## src/rtl/harness_pkg.sv

```systemverilog
// ----------------------------------------------------------------------------
// harness_pkg
//   Shared types and constants for the UUT run harness.
//   - state_t      : run-controller FSM states (4-bit so the debug word can
//                    show the state in its low nibble)
//   - DBG_SEL_*    : debug-word select codes for dbg_sel_i
//   - ERR_*        : bit positions inside the harness error-flag vector
// ----------------------------------------------------------------------------
package harness_pkg;

   typedef enum logic [3:0] {
      IDLE   = 4'd0,
      LAUNCH = 4'd1,
      RUN    = 4'd2,
      CHECK  = 4'd3,
      DONE   = 4'd4
   } state_t;

   localparam logic [1:0] DBG_SEL_STATE   = 2'd0;
   localparam logic [1:0] DBG_SEL_LATENCY = 2'd1;
   localparam logic [1:0] DBG_SEL_MASKS   = 2'd2;
   localparam logic [1:0] DBG_SEL_TIMEOUT = 2'd3;

   localparam int ERR_MISMATCH = 0;
   localparam int ERR_TIMEOUT  = 1;
   localparam int ERR_W        = 2;

endpackage

```

## src/rtl/uut_channel_capture.sv

```systemverilog
// ----------------------------------------------------------------------------
// uut_channel_capture
//   Per-channel completion tracker for one replicated UUT.
//   Detects the 0->1 edge of the channel's end signal while enabled, sets a
//   sticky done flag and latches the channel output at that moment.
// Ports
//   clk      in   system clock
//   rst      in   asynchronous active-high reset
//   clear_i  in   synchronous clear of done/edge history/latched output
//   en_i     in   capture window (controller is in RUN)
//   end_i    in   channel end_signal
//   out_i    in   channel output word
//   set_o    out  combinational: done is being set this cycle
//   done_o   out  sticky done flag
//   out_o    out  output latched at the end edge
// ----------------------------------------------------------------------------
module uut_channel_capture #(
   parameter int OUT_W = 128
) (
   input  logic             clk,
   input  logic             rst,
   input  logic             clear_i,
   input  logic             en_i,
   input  logic             end_i,
   input  logic [OUT_W-1:0] out_i,
   output logic             set_o,
   output logic             done_o,
   output logic [OUT_W-1:0] out_o
);

   logic             end_prev_reg;
   logic             done_reg;
   logic [OUT_W-1:0] out_reg;

   // The edge history is cleared to 0 before a run, so an end signal that is
   // already high on the first enabled cycle still registers as an edge.
   assign set_o  = en_i & end_i & ~end_prev_reg & ~done_reg;
   assign done_o = done_reg;
   assign out_o  = out_reg;

   always_ff @(posedge clk or posedge rst) begin
      if (rst) begin
         end_prev_reg <= 1'b0;
         done_reg     <= 1'b0;
         out_reg      <= '0;
      end else if (clear_i) begin
         end_prev_reg <= 1'b0;
         done_reg     <= 1'b0;
         out_reg      <= '0;
      end else if (en_i) begin
         end_prev_reg <= end_i;
         if (set_o) begin
            done_reg <= 1'b1;
            out_reg  <= out_i;
         end
      end
   end

endmodule

```

## src/rtl/uut_harness_ctrl.sv

```systemverilog
// ----------------------------------------------------------------------------
// uut_harness_ctrl
//   Run controller between the autotest engine and NUM_CH replicated UUTs.
//   Launches a run on run_rst_i falling, supervises completion of every
//   channel, cross-checks channel outputs against channel 0, measures run
//   latency and aborts hung runs after TMO_CYC cycles.
// Ports
//   clk, rst     clock, asynchronous active-high reset
//   run_rst_i    autotest hold/start (1 = hold, 1->0 = start run)
//   run_in_i     autotest test vector (sampled when a run is launched)
//   run_end_o    run finished (held in DONE)
//   run_out_o    channel 0 result (0 after a timeout)
//   run_err_o    channel mismatch or timeout
//   uut_rst_o    shared UUT reset (low only while running)
//   uut_in_o     registered test vector to every channel
//   uut_end_i    per-channel end signals
//   uut_out_i    per-channel outputs, channel k at [k*OUT_W +: OUT_W]
//   dbg_sel_i    debug word select
//   dbg_o        registered debug word
// ----------------------------------------------------------------------------
module uut_harness_ctrl
   import harness_pkg::*;
#(
   parameter int IN_W    = 64,
   parameter int OUT_W   = 128,
   parameter int NUM_CH  = 2,
   parameter int TMO_CYC = 65535,
   parameter int CNT_W   = 32
) (
   input  logic                    clk,
   input  logic                    rst,
   input  logic                    run_rst_i,
   input  logic [IN_W-1:0]         run_in_i,
   output logic                    run_end_o,
   output logic [OUT_W-1:0]        run_out_o,
   output logic                    run_err_o,
   output logic                    uut_rst_o,
   output logic [IN_W-1:0]         uut_in_o,
   input  logic [NUM_CH-1:0]       uut_end_i,
   input  logic [NUM_CH*OUT_W-1:0] uut_out_i,
   input  logic [1:0]              dbg_sel_i,
   output logic [31:0]             dbg_o
);

   // Timeout limit widened by one bit so it compares cleanly with the counter.
   localparam logic [CNT_W:0] TMO_LIM = (CNT_W+1)'(TMO_CYC);

   state_t state_reg, state_next;

   logic [IN_W-1:0]  uut_in_reg;
   logic [CNT_W-1:0] cnt_reg;
   logic [CNT_W-1:0] cnt_inc;
   logic [CNT_W-1:0] latency_reg;
   logic [NUM_CH-1:0] mismatch_reg;
   logic [ERR_W-1:0] err_flags_reg;
   logic [OUT_W-1:0] run_out_reg;
   logic [31:0]      dbg_reg;
   logic [31:0]      dbg_mux;
   logic [31:0]      lat32;
   logic [7:0]       done8;
   logic [7:0]       mismatch8;

   logic [NUM_CH-1:0] set_w;
   logic [NUM_CH-1:0] done_w;
   logic [NUM_CH-1:0] mismatch_w;
   logic [OUT_W-1:0]  cap_out_w [NUM_CH];

   logic launch_go;
   logic all_done_now;
   logic tmo_hit;

   // ------------------------------------------------------------------
   // Channel capture
   // ------------------------------------------------------------------
   genvar gi;
   generate
      for (gi = 0; gi < NUM_CH; gi++) begin : g_ch
         uut_channel_capture #(
            .OUT_W (OUT_W)
         ) u_cap (
            .clk     (clk),
            .rst     (rst),
            .clear_i (state_reg == LAUNCH),
            .en_i    (state_reg == RUN),
            .end_i   (uut_end_i[gi]),
            .out_i   (uut_out_i[gi*OUT_W +: OUT_W]),
            .set_o   (set_w[gi]),
            .done_o  (done_w[gi]),
            .out_o   (cap_out_w[gi])
         );
      end

      // Channel 0 is the reference, so it can never mismatch itself.
      assign mismatch_w[0] = 1'b0;
      for (gi = 1; gi < NUM_CH; gi++) begin : g_cmp
         assign mismatch_w[gi] = (cap_out_w[gi] != cap_out_w[0]);
      end

      // Debug masks are always 8 bits wide regardless of channel count.
      for (gi = 0; gi < 8; gi++) begin : g_dbg_mask
         if (gi < NUM_CH) begin : g_used
            assign done8[gi]     = done_w[gi];
            assign mismatch8[gi] = mismatch_reg[gi];
         end else begin : g_pad
            assign done8[gi]     = 1'b0;
            assign mismatch8[gi] = 1'b0;
         end
      end

      if (CNT_W >= 32) begin : g_lat_trunc
         assign lat32 = latency_reg[31:0];
      end else begin : g_lat_ext
         assign lat32 = {{(32-CNT_W){1'b0}}, latency_reg};
      end
   endgenerate

   // Done bits including any edge seen this cycle, so simultaneous finishes
   // are counted in the same cycle.
   assign all_done_now = &(done_w | set_w);
   assign cnt_inc      = (cnt_reg == {CNT_W{1'b1}}) ? cnt_reg : cnt_reg + 1'b1;
   assign tmo_hit      = ({1'b0, cnt_inc} >= TMO_LIM);
   assign launch_go    = (state_reg == IDLE) && !run_rst_i;

   // ------------------------------------------------------------------
   // FSM
   // ------------------------------------------------------------------
   always_ff @(posedge clk or posedge rst) begin
      if (rst) begin
         state_reg <= IDLE;
      end else begin
         state_reg <= state_next;
      end
   end

   always_comb begin
      state_next = state_reg;
      uut_rst_o  = 1'b1;
      run_end_o  = 1'b0;
      case (state_reg)
         IDLE: begin
            if (!run_rst_i) state_next = LAUNCH;
         end
         LAUNCH: begin
            state_next = run_rst_i ? IDLE : RUN;
         end
         RUN: begin
            uut_rst_o = 1'b0;
            // Abort beats a same-cycle completion; completion beats timeout.
            if (run_rst_i)         state_next = IDLE;
            else if (all_done_now) state_next = CHECK;
            else if (tmo_hit)      state_next = DONE;
         end
         CHECK: begin
            state_next = run_rst_i ? IDLE : DONE;
         end
         DONE: begin
            run_end_o = 1'b1;
            if (run_rst_i) state_next = IDLE;
         end
         default: begin
            state_next = IDLE;
         end
      endcase
   end

   // ------------------------------------------------------------------
   // Datapath
   // ------------------------------------------------------------------
   always_ff @(posedge clk or posedge rst) begin
      if (rst) begin
         uut_in_reg    <= '0;
         cnt_reg       <= '0;
         latency_reg   <= '0;
         mismatch_reg  <= '0;
         err_flags_reg <= '0;
         run_out_reg   <= '0;
         dbg_reg       <= '0;
      end else begin
         if (launch_go) begin
            uut_in_reg   <= run_in_i;
            cnt_reg      <= '0;
            mismatch_reg <= '0;
         end

         if (state_reg == RUN) begin
            cnt_reg <= cnt_inc;
         end

         if (state_reg == RUN && state_next == DONE) begin
            err_flags_reg[ERR_TIMEOUT] <= 1'b1;
            run_out_reg                <= '0;
         end

         // Results (including latency) are committed only when the run
         // survives CHECK, so an abort leaves the previous latency intact.
         if (state_reg == CHECK && state_next == DONE) begin
            mismatch_reg                <= mismatch_w;
            err_flags_reg[ERR_MISMATCH] <= |mismatch_w;
            run_out_reg                 <= cap_out_w[0];
            latency_reg                 <= cnt_reg;
         end

         if (state_next == IDLE) begin
            err_flags_reg <= '0;
         end

         dbg_reg <= dbg_mux;
      end
   end

   always_comb begin
      dbg_mux = '0;
      case (dbg_sel_i)
         DBG_SEL_STATE:   dbg_mux = {28'b0, state_reg};
         DBG_SEL_LATENCY: dbg_mux = lat32;
         DBG_SEL_MASKS:   dbg_mux = {8'b0, mismatch8, 8'b0, done8};
         DBG_SEL_TIMEOUT: dbg_mux = {31'b0, err_flags_reg[ERR_TIMEOUT]};
         default:         dbg_mux = '0;
      endcase
   end

   assign uut_in_o  = uut_in_reg;
   assign run_out_o = run_out_reg;
   assign run_err_o = |err_flags_reg;
   assign dbg_o     = dbg_reg;

endmodule

```

## config.mk

```make
export PLATFORM = sky130hd
export DESIGN_NAME = uut_harness_ctrl
export DESIGN_NICKNAME = d
export VERILOG_FILES = /design/src/rtl/harness_pkg.sv /design/src/rtl/uut_channel_capture.sv /design/src/rtl/uut_harness_ctrl.sv
export SDC_FILE = /design/constraint.sdc
export NUM_CORES = 1
export LEC_CHECK = 0
export BUFFER_PORTS_ARGS = -buffer_cell sky130_fd_sc_hd__clkbuf_2
export CORE_MARGIN = 2
export CORE_UTILIZATION = 55
export CTS_CLUSTER_DIAMETER = 50
export DETAILED_ROUTE_END_ITERATION = 10
export GPL_TIMING_DRIVEN = 0
export PLACE_DENSITY_LB_ADDON = 0.2
export SLEW_MARGIN = 20
export SYNTH_ARGS = -nofsm -noshare
export SYNTH_HDL_FRONTEND = slang
export SYNTH_HIERARCHICAL = 1
export SYNTH_SLANG_ARGS = --single-unit
```

## constraint.sdc

```tcl
create_clock -name clk -period 11.2 [get_ports clk]
set_input_delay 2.24 -clock clk [delete_from_list [all_inputs] [get_ports clk]]
set_output_delay 2.24 -clock clk [all_outputs]
set_load 0.05 [all_outputs]
```

==> results of run 1 <==
-- synth_stat cells (all sizes together) (3+ instances only) --
cell / number / share of area, %
a211o: 3 / 0.10
a211oi: 6 / 0.17
a21o: 4 / 0.11
a21oi: 15 / 0.28
a22o: 131 / 4.3
a31oi: 10 / 0.24
a41oi: 3 / 0.10
and2: 31 / 0.73
and3: 10 / 0.24
buf: 63 / 2.1
clkbuf: 111 / 1.6
dfrtp: 555 / 53
inv: 14 / 0.20
mux2i: 263 / 10
nand2: 324 / 4.6
nand2b: 515 / 12
nand3: 28 / 0.53
nand4: 32 / 0.82
nor2: 27 / 0.38
nor2b: 5 / 0.12
nor3: 15 / 0.28
nor3b: 3 / 0.085
nor4: 37 / 0.98
nor4b: 3 / 0.10
o21ai: 48 / 0.91
o22ai: 3 / 0.071
o31ai: 10 / 0.28
o41ai: 4 / 0.16
or2: 4 / 0.095
or3: 5 / 0.12
or4: 3 / 0.085
xnor2: 23 / 0.76
xor2: 110 / 3.7
-- critical path, cell delays in order, from the launching register on --
cell and delay [ps]:
dfrtp_1 320, clkbuf_1 430, or3_1 190, clkbuf_1 160
clkbuf_1 540, clkbuf_1 410, clkbuf_2 370
-- cell usage in the layout (no fill, tap or decap), types with 6 or more instances in the layout --
cell type / instances
nand3_1: 28
nor3_1: 15
xor2_1: 110
diode_2: 25
clkbuf_1: 122
mux2i_1: 263
buf_6: 33
clkbuf_8: 16
inv_1: 11
nor4_1: 34
o31ai_1: 10
clkbuf_16: 59
clkbuf_2: 553
a22o_1: 131
a211oi_1: 6
a21oi_1: 15
and2_1: 31
clkinv_2: 7
a31oi_1: 10
xnor2_1: 23
and3_1: 10
dfrtp_1: 555
o21ai_0: 43
nand2b_1: 515
buf_4: 7
nor2_1: 27
buf_2: 19
nand4_1: 31
nand2_1: 324
-- layout make-up --
cell class / instances / area, sq um / area share, %
clock inverter: 17 / 234 / 0.728
multi-input combinational: 1697 / 11500 / 35.7
timing repair buffer: 559 / 2910 / 9.06
sequential: 555 / 13900 / 43.2
tap: 615 / 769 / 2.39
buffer: 174 / 972 / 3.03
inverter: 14 / 75.1 / 0.234
antenna: 25 / 62.6 / 0.195
clock buffer: 87 / 1740 / 5.42
-- through the flow --
step | area, sq um | total power, mW | setup slack [ps] | TNS [ps]
floorplan | 26400 | 2.80 | 813 | 0
global placement | 29900 | 3.10 | -2680 | -779010
detailed placement | 30100 | 3.13 | 6200 | 0
CTS | 32100 | 5.12 | 5960 | 0
global route | 32100 | 5.26 | 5770 | 0
finish | 32100 | 5.10 | 5920 | 0
-- power by group through the flow --
stage          Combinational, mW  Sequential, mW  Clock [mW]
6_report                   0.837            2.26        2.00
3_3_place_gp               0.811            2.29           0
3_5_place_dp               0.831            2.30           0
2_1_floorplan              0.331            2.47           0
4_1_cts                    0.836            2.26        2.02
5_1_grt                    0.887            2.28        2.10
-- kinds of logic after synthesis --
logic type / count (synthesis) / synth area share (%)
buffers and inverters: 188 / 3.88
AND/OR/NAND/NOR: 1045 / 21.5
XOR/XNOR: 133 / 4.41
other: 1 / 0.0142
multiplexers: 266 / 10.1
AO/OA/AOI/OAI: 251 / 7.35
flip-flops: 555 / 52.6
adder cells (fa/ha/maj): 1 / 0.0474
-- path summary, 6_finish.rpt --
check | startpoint | cells after the start | to
hold / removal | lat32[31] | 2 | lat32[31]
min in group asynchronous | rst | 2 | g_ch[1].u_cap/out_o[114]
max in group asynchronous | rst | 4 | run_out_o[92]
hold reg to reg | lat32[31] | 2 | lat32[31]
setup / recovery | state_reg[3] | 6 | uut_rst_o
setup reg to reg | state_reg[1] | 18 | run_out_o[0]
-- per-layer routing --
layer	vias to the layer above	track usage (%)	wire, um
li1	9502	-	-
met1	10500	43.6	34800
met2	841	58.9	43500
met3	202	6.11	5400
met4	10	19.1	4460
met5	-	0	68
==> summary.txt, run 1 <==
Result of the run: finished, final reports clean
Tmin final: 5280 ps
Routed vias: 21,000
Psw: 1.50 mW
Post-CTS sizing: 0
CTS tree: yes
Startpoint Class: flop
Worst slew pin tran: 977 ps
Clock Power Share: 39.2%
Hold Crit Class: flop to flop
Clock root buffer master: clkbuf_16
Switching Share: 29.4%
DP HPWL: 67.5 mm
Largest net degree at the start of global routing: 86
Hold Worst Slack: 471 ps
Maximum VDD drop: 0.124 mV
Initial antenna violation count: 28
Top FF cell, synth: dfrtp_1
Synth warn: 6
Flip-flop count of the largest register after layout: 256
Placed Cells: 3,614
Worst-skew pair later-pin latency: 630 ps
Std cell rows: 80
EDFF count, synth: 0
Initial DRC Count: 1,366
CORE AREA: 47,500 sq um
Pwr dens: 159 nW/um^2
DRC violation count after routing: 0
First-pass GRT wire length: 131 mm
IO Pins: 554
Gpl congestion: 0.933
Die ar.: 49,700 sq um
I/O Buffers: 552
H-tree levels: 2
Setup CP Type: flop to output port
Fin. Hold Viols: 0
Leakage: 16.1 nW
Mapped Area: 26,400 sq um
Final setup violation count: 0
Initial core utilization: 55.5%
Clock slew at reported path FFs: 70 ps
Wire per inst: 23.6 um
Highest Clock Rate: 0.189 GHz
Non-filler cells in the finished layout: 3,743
Worst R2R Setup Slack: 6440 ps
Vias in the first global route: 21,100
Final WL: 88.2 mm
Share of post-route cells with drive strength above 1: 23.5%
Post-synthesis cell count: 2,440
CP endpoint kind: output port
RSZ-0062 raised after global routing: no
# clock sinks: 555
Internal: 3.60 mW
P&R area growth vs syn: 21.8%
Max_cap viols: 0
Setup bufs post-CTS: 0
Part of the power in registers: 44.4%
First drt pass iteration count: 7
Final Net Count: 3,388
GR Overflow Total: 0
Post-route ant nets: 0
Clock skew: 21.4 ps
Distinct cells, synth: 60
Max-slew headroom: 34.3%
Flops & latches, synth: 555
Total Routing Usage GR: 35.1%
Critical path arrival: 3040 ps
Async SR Flop Fraction: 100%
Die Wd: 223 um
Fill cells: 3,750
Core Util, Final: 67.6%
Die height: 223 um
Req. time, crit path: 8960 ps
Clock buffer depth: 3
Num CTS Buffers: 59
Vias/cell: 5.61
Combinational fraction of design power: 16.4%
Synth Net Count: 2,768
Fin crit share: 47.1%
CTS Hold Bufs: 0
Slew Limit Fails: 0
Avg Cell Area, Syn: 10.8 sq um
Register area share after synthesis: 52.6%
Crit-path max FO: 10
No activity file was read; power rests on OpenSTA's default activity.
==> inputs of run 2 (changes only) <==
--- a/config.mk
+++ b/config.mk
@@ -7,7 +7,7 @@
 export LEC_CHECK = 0
 export BUFFER_PORTS_ARGS = -buffer_cell sky130_fd_sc_hd__clkbuf_2
 export CORE_MARGIN = 2
-export CORE_UTILIZATION = 55
+export CORE_UTILIZATION = 50
 export CTS_CLUSTER_DIAMETER = 50
 export DETAILED_ROUTE_END_ITERATION = 10
 export GPL_TIMING_DRIVEN = 0
==> constraint.sdc (replaced) <==
create_clock -name clk -period 4.7 [get_ports clk]
set_input_delay 0.94 -clock clk [delete_from_list [all_inputs] [get_ports clk]]
set_output_delay 0.94 -clock clk [all_outputs]
set_load 0.05 [all_outputs]
==> summary.txt, run 2 (synthesis results as in run 1) <==
Result of the run: finished, final reports clean
Final setup violation count: 0
First drt pass iteration count: 8
I/O Buffers: 552
Hold Worst Slack: 432 ps
Total Routing Usage GR: 33.2%
Fill cells: 4,400
Post-route ant nets: 0
Fin crit share: 96.0%
Psw: 3.73 mW
IO Pins: 554
Fin. Hold Viols: 0
Clock skew: 22.9 ps
Area after DPL: 30,300 sq um
Post-place setup slack: 18.5 ps
Setup CP Type: flop to flop
Clock Power Share: 40.8%
P&R area growth vs syn: 23.1%
Wire per inst: 23.8 um
Req. time, crit path: 5170 ps
Startpoint Class: flop
Tmin final: 4510 ps
Met1 WL: 36.3 mm
Initial antenna violation count: 24
CTS Hold Bufs: 0
CP endpoint kind: flop
DP HPWL: 70.9 mm
Clock buffer depth: 3
Worst R2R Setup Slack: 190 ps
Pwr dens: 386 nW/um^2
Vias in the first global route: 21,200
R2R depth: 17
RSZ-0062 raised after global routing: no
Routed wl met3: 5.39 mm
Max-slew headroom: 35.5%
Worst-skew pair later-pin latency: 600 ps
Switching Share: 29.8%
DRC violation count after routing: 0
Vias/cell: 5.50
Std cell rows: 84
Setup ws final: 188 ps
Combinational fraction of design power: 16.1%
Initial DRC Count: 1,531
Internal: 8.80 mW
Maximum VDD drop: 0.216 mV
Die height: 234 um
Crit-path max FO: 13
Metal2 WL: 44.8 mm
Critical path arrival: 4980 ps
Die Wd: 234 um
Worst slew pin tran: 954 ps
Final Net Count: 3,401
First-pass GRT wire length: 133 mm
Hold Crit Class: primary input to asynchronous set/reset pin
GR Overflow Total: 0
Top sig layer: met5
Max_cap viols: 0
Gpl congestion: 0.913
Routed vias: 21,000
Clock root buffer master: clkbuf_16
# clock sinks: 555
Die ar.: 54,600 sq um
Most common cell after layout, fill and taps aside: dfrtp_1
Share of post-route cells with drive strength above 1: 24.1%
Post-route cell area: 32,500 sq um
Leakage: 16.3 nW
Most frequent cells in the layout: dfrtp_1 (555), clkbuf_2 (554), nand2b_1 (515), nand2_1 (324), mux2i_1 (263)
Highest Clock Rate: 0.222 GHz
CTS tree: yes
Final WL: 91.1 mm
Clock slew at reported path FFs: 60 ps
H-tree levels: 3
Slew Limit Fails: 0
Largest net degree at the start of global routing: 97
Reg-to-Reg End: run_out_o[21]
Part of the power in registers: 43.1%
Reg2reg start: state_reg[3]
Flip-flop count of the largest register after layout: 256
Num CTS Buffers: 66
CORE AREA: 52,300 sq um
Initial core utilization: 50.4%
run 2: power groups by stage:
stage / sequential (mW) / combinational [mW] / clock, mW
2_1_floorplan: 5.89 / 0.789 / 0
3_3_place_gp: 5.47 / 1.96 / 0
5_1_grt: 5.43 / 2.16 / 5.37
3_5_place_dp: 5.48 / 2.02 / 0
6_report: 5.40 / 2.02 / 5.11
4_1_cts: 5.40 / 2.03 / 5.18
run 2: worst max-delay path by stage:
stage | start | to | slack (ps) | cells after the start
6_report | state_reg[3] | run_out_o[21] | 190 | 17
5_1_grt | state_reg[3] | run_out_o[26] | 30 | 17
4_1_cts | state_reg[3] | run_out_o[122] | 230 | 17
3_5_place_dp | state_reg[1] | run_out_o[122] | 20 | 18
3_3_place_gp | rst | run_out_o[121] | -2000 | 2
2_1_floorplan | rst | cnt_reg[0] | -160 | 1
run 2: routing by layer:
| metal | track usage, % | vias to the layer above |
|---|---|---|
| met2 | 56.2 | 820 |
| met5 | 0 | - |
| met1 | 41.3 | 10500 |
| met3 | 5.52 | 196 |
| li1 | - | 9515 |
| met4 | 16.4 | 12 |
run 2: stage by stage:
step           instances  util [%]  total power, mW  TNS, ps
2_1_floorplan       2440         -             6.68   -46350
3_3_place_gp        3680      57.3             7.43  -996810
3_5_place_dp        3693      57.9             7.50        0
4_1_cts             3806      62.0             12.6        0
5_1_grt             3821      62.1             13.0        0
6_report            3824      62.1             12.5        0
run 2: repair_timing:
action	4_1_cts	5_1_grt
buffers inserted	0	0
endpoints found under the setup margin	65	0
gates resized for setup	1	0
run 2: area by class of cell:
type | count | area (sq um) | area share [%]
sequential | 555 | 13900 | 42.7
inverter | 14 | 71.3 | 0.219
clock inverter | 25 | 251 | 0.774
clock buffer | 88 | 1910 | 5.87
buffer | 174 | 973 | 3.00
multi-input combinational | 1697 | 11500 | 35.3
antenna | 18 | 45.0 | 0.139
tap | 688 | 861 | 2.65
timing repair buffer | 565 | 3010 | 9.26
run 2: worst max-delay path: stages, from the launching register on:
cell and delay [ps]:
dfrtp_1 320, clkbuf_1 460, or3_1 190, clkbuf_1 170
inv_1 190, clkbuf_2 340, and4bb_1 290, buf_2 190
buf_8 200, buf_6 180, o22ai_1 260, o21ai_0 120
a211o_1 330, nor3b_1 320, o41ai_2 190, buf_6 240
buf_6 180, a22o_1 180
==> inputs of run 3 (changes only) <==
==> constraint.sdc (replaced) <==
create_clock -name clk -period 4.7 [get_ports clk]
set_input_delay 0.47 -clock clk [delete_from_list [all_inputs] [get_ports clk]]
set_output_delay 0.47 -clock clk [all_outputs]
set_load 0.05 [all_outputs]
==> summary.txt, run 3 (synthesis results as in run 1) <==
Initial core utilization: 50.4%
Final setup violation count: 0
Gpl congestion: 0.913
Hold Crit Class: primary input to flop
Flip-flop count of the largest register after layout: 256
Pwr dens: 385 nW/um^2
Reg2reg start: state_reg[3]
Max-slew headroom: 37.6%
Routed vias: 21,000
Reg-to-Reg End: run_out_o[21]
Worst R2R Setup Slack: 190 ps
Core Util, Final: 62.1%
Storage cell area: 13,900 sq um
Clock buffer depth: 3
Slowest stage delay, CP: 450 ps
Setup CP Type: flop to flop
Worst slew pin tran: 923 ps
R2R depth: 17
Wire per inst: 23.8 um
First-pass GRT wire length: 133 mm
Tmin final: 4510 ps
Maximum VDD drop: 0.216 mV
Clock root buffer master: clkbuf_16
CTS tree: yes
Total Routing Usage GR: 33.2%
Vias in the first global route: 21,200
Clock skew: 22.4 ps
Fin crit share: 95.9%
Req. time, crit path: 5170 ps
RSZ-0062 raised after global routing: no
Clock slew at reported path FFs: 60 ps
Slew Limit Fails: 0
Fin. Hold Viols: 0
IO Pins: 554
Max_cap viols: 0
Die ar.: 54,600 sq um
DP HPWL: 70.9 mm
Die Wd: 234 um
CORE AREA: 52,300 sq um
Result of the run: finished, final reports clean
H-tree levels: 3
Die height: 234 um
Final setup TNS: 0 ps
CP endpoint kind: flop
Fill cells: 4,397
# clock sinks: 555
GR Overflow Total: 0
Post-route ant nets: 0
Startpoint Class: flop
Worst-skew pair later-pin latency: 600 ps
Leakage: 16.3 nW
Initial DRC Count: 1,541
DRC violation count after routing: 0
Critical path arrival: 4980 ps
P&R area growth vs syn: 23.2%
Crit path cell chain: clkbuf_1 > or3_1 > clkbuf_1 > inv_1 > clkbuf_2 > and4bb_1 > buf_2 > buf_8 > buf_6 > o22ai_1 > o21ai_0 > a211o_1 > nor3b_1 > o41ai_2 > buf_6 > buf_6 > a22o_1
Worst Hold Path EP: uut_in_o[47]
Std cell rows: 84
Initial antenna violation count: 24
Hold Path Depth: 3
Multi-input gate area in the final layout: 11,500 sq um
First drt pass iteration count: 5
CP most frequent cell: buf_6
Vias/cell: 5.49
Share of post-route cells with drive strength above 1: 24.0%
Crit-path max FO: 13
Final Net Count: 3,402
Most frequent cells in the layout: dfrtp_1 (555), clkbuf_2 (554), nand2b_1 (515), nand2_1 (324), mux2i_1 (263)
Largest net degree at the start of global routing: 97
Most common cell after layout, fill and taps aside: dfrtp_1
Num CTS Buffers: 66
Final WL: 91.1 mm
I/O Buffers: 552
Hold Path Origin: run_in_i[47]
Highest Clock Rate: 0.222 GHz
Max stage delay cell, worst path: clkbuf_1
-- run 3: worst max-delay path by stage --
| stage | depth (start not counted) | from | slack, ps | endpoint |
|---|---|---|---|---|
| 2_1_floorplan | 1 | rst | 310 | cnt_reg[0] |
| 3_3_place_gp | 2 | rst | -1530 | run_out_o[121] |
| 3_5_place_dp | 18 | state_reg[1] | 20 | run_out_o[122] |
| 4_1_cts | 17 | state_reg[3] | 230 | run_out_o[122] |
| 5_1_grt | 17 | state_reg[3] | 40 | run_out_o[26] |
| 6_report | 17 | state_reg[3] | 190 | run_out_o[21] |
-- run 3: timing repair --
| action | 4_1_cts | 5_1_grt |
|---|---|---|
| gates resized for setup | 1 | 0 |
| hold buffers | 1 | 0 |
| setup endpoints to repair | 65 | 0 |
| endpoints found under the hold margin | 34 | 0 |
| buffers inserted | 0 | 0 |
-- run 3: critical path: cells and delay by family, from the launching register on --
kind                   cells  cell delay, ps
and+or+nand+nor            3             810
buffers and inverters      9            2150
DFF                        1             320
AOI/OAI and AO/OA          5            1080
-- run 3: area by class of cell --
type                    count  area share (%)
repair buffers            566            9.29
clock inverters            25           0.774
multi-input cells        1697            35.3
flip-flops and latches    555            42.7
well taps                 688            2.65
diodes                     18           0.139
inverters                  14           0.219
plain buffers             174            2.99
clock buffers              88            5.87
-- run 3: routing by layer --
layer,track usage (%),part of all wire [%],up-vias
li1,-,-,9520
met1,41.4,40,10400
met2,56.2,49,831
met3,5.48,5.8,207
met4,16.3,5.0,12
met5,0,0.086,-
-- run 3: power by group --
group	internal (mW)	switching, mW	leakage [nW]
Clock	3.03	2.08	1.07
Sequential	5.12	0.283	7.59
Combinational	0.649	1.37	7.62
-- run 3: metrics by stage --
step / worst slack, ps / power (mW) / instances / instance area [sq um] / hold slack (ps)
after global routing: 35.1 / 13.0 / 3822 / 32500 / 73.1
after detailed placement: 18.5 / 7.50 / 3693 / 30300 / 455
after global placement: -1530 / 7.43 / 3680 / 30000 / 450
after floorplan: 313 / 6.68 / 2440 / 26400 / 438
final: 194 / 12.5 / 3825 / 32500 / 69.2
after CTS: 234 / 12.6 / 3807 / 32500 / 42.9
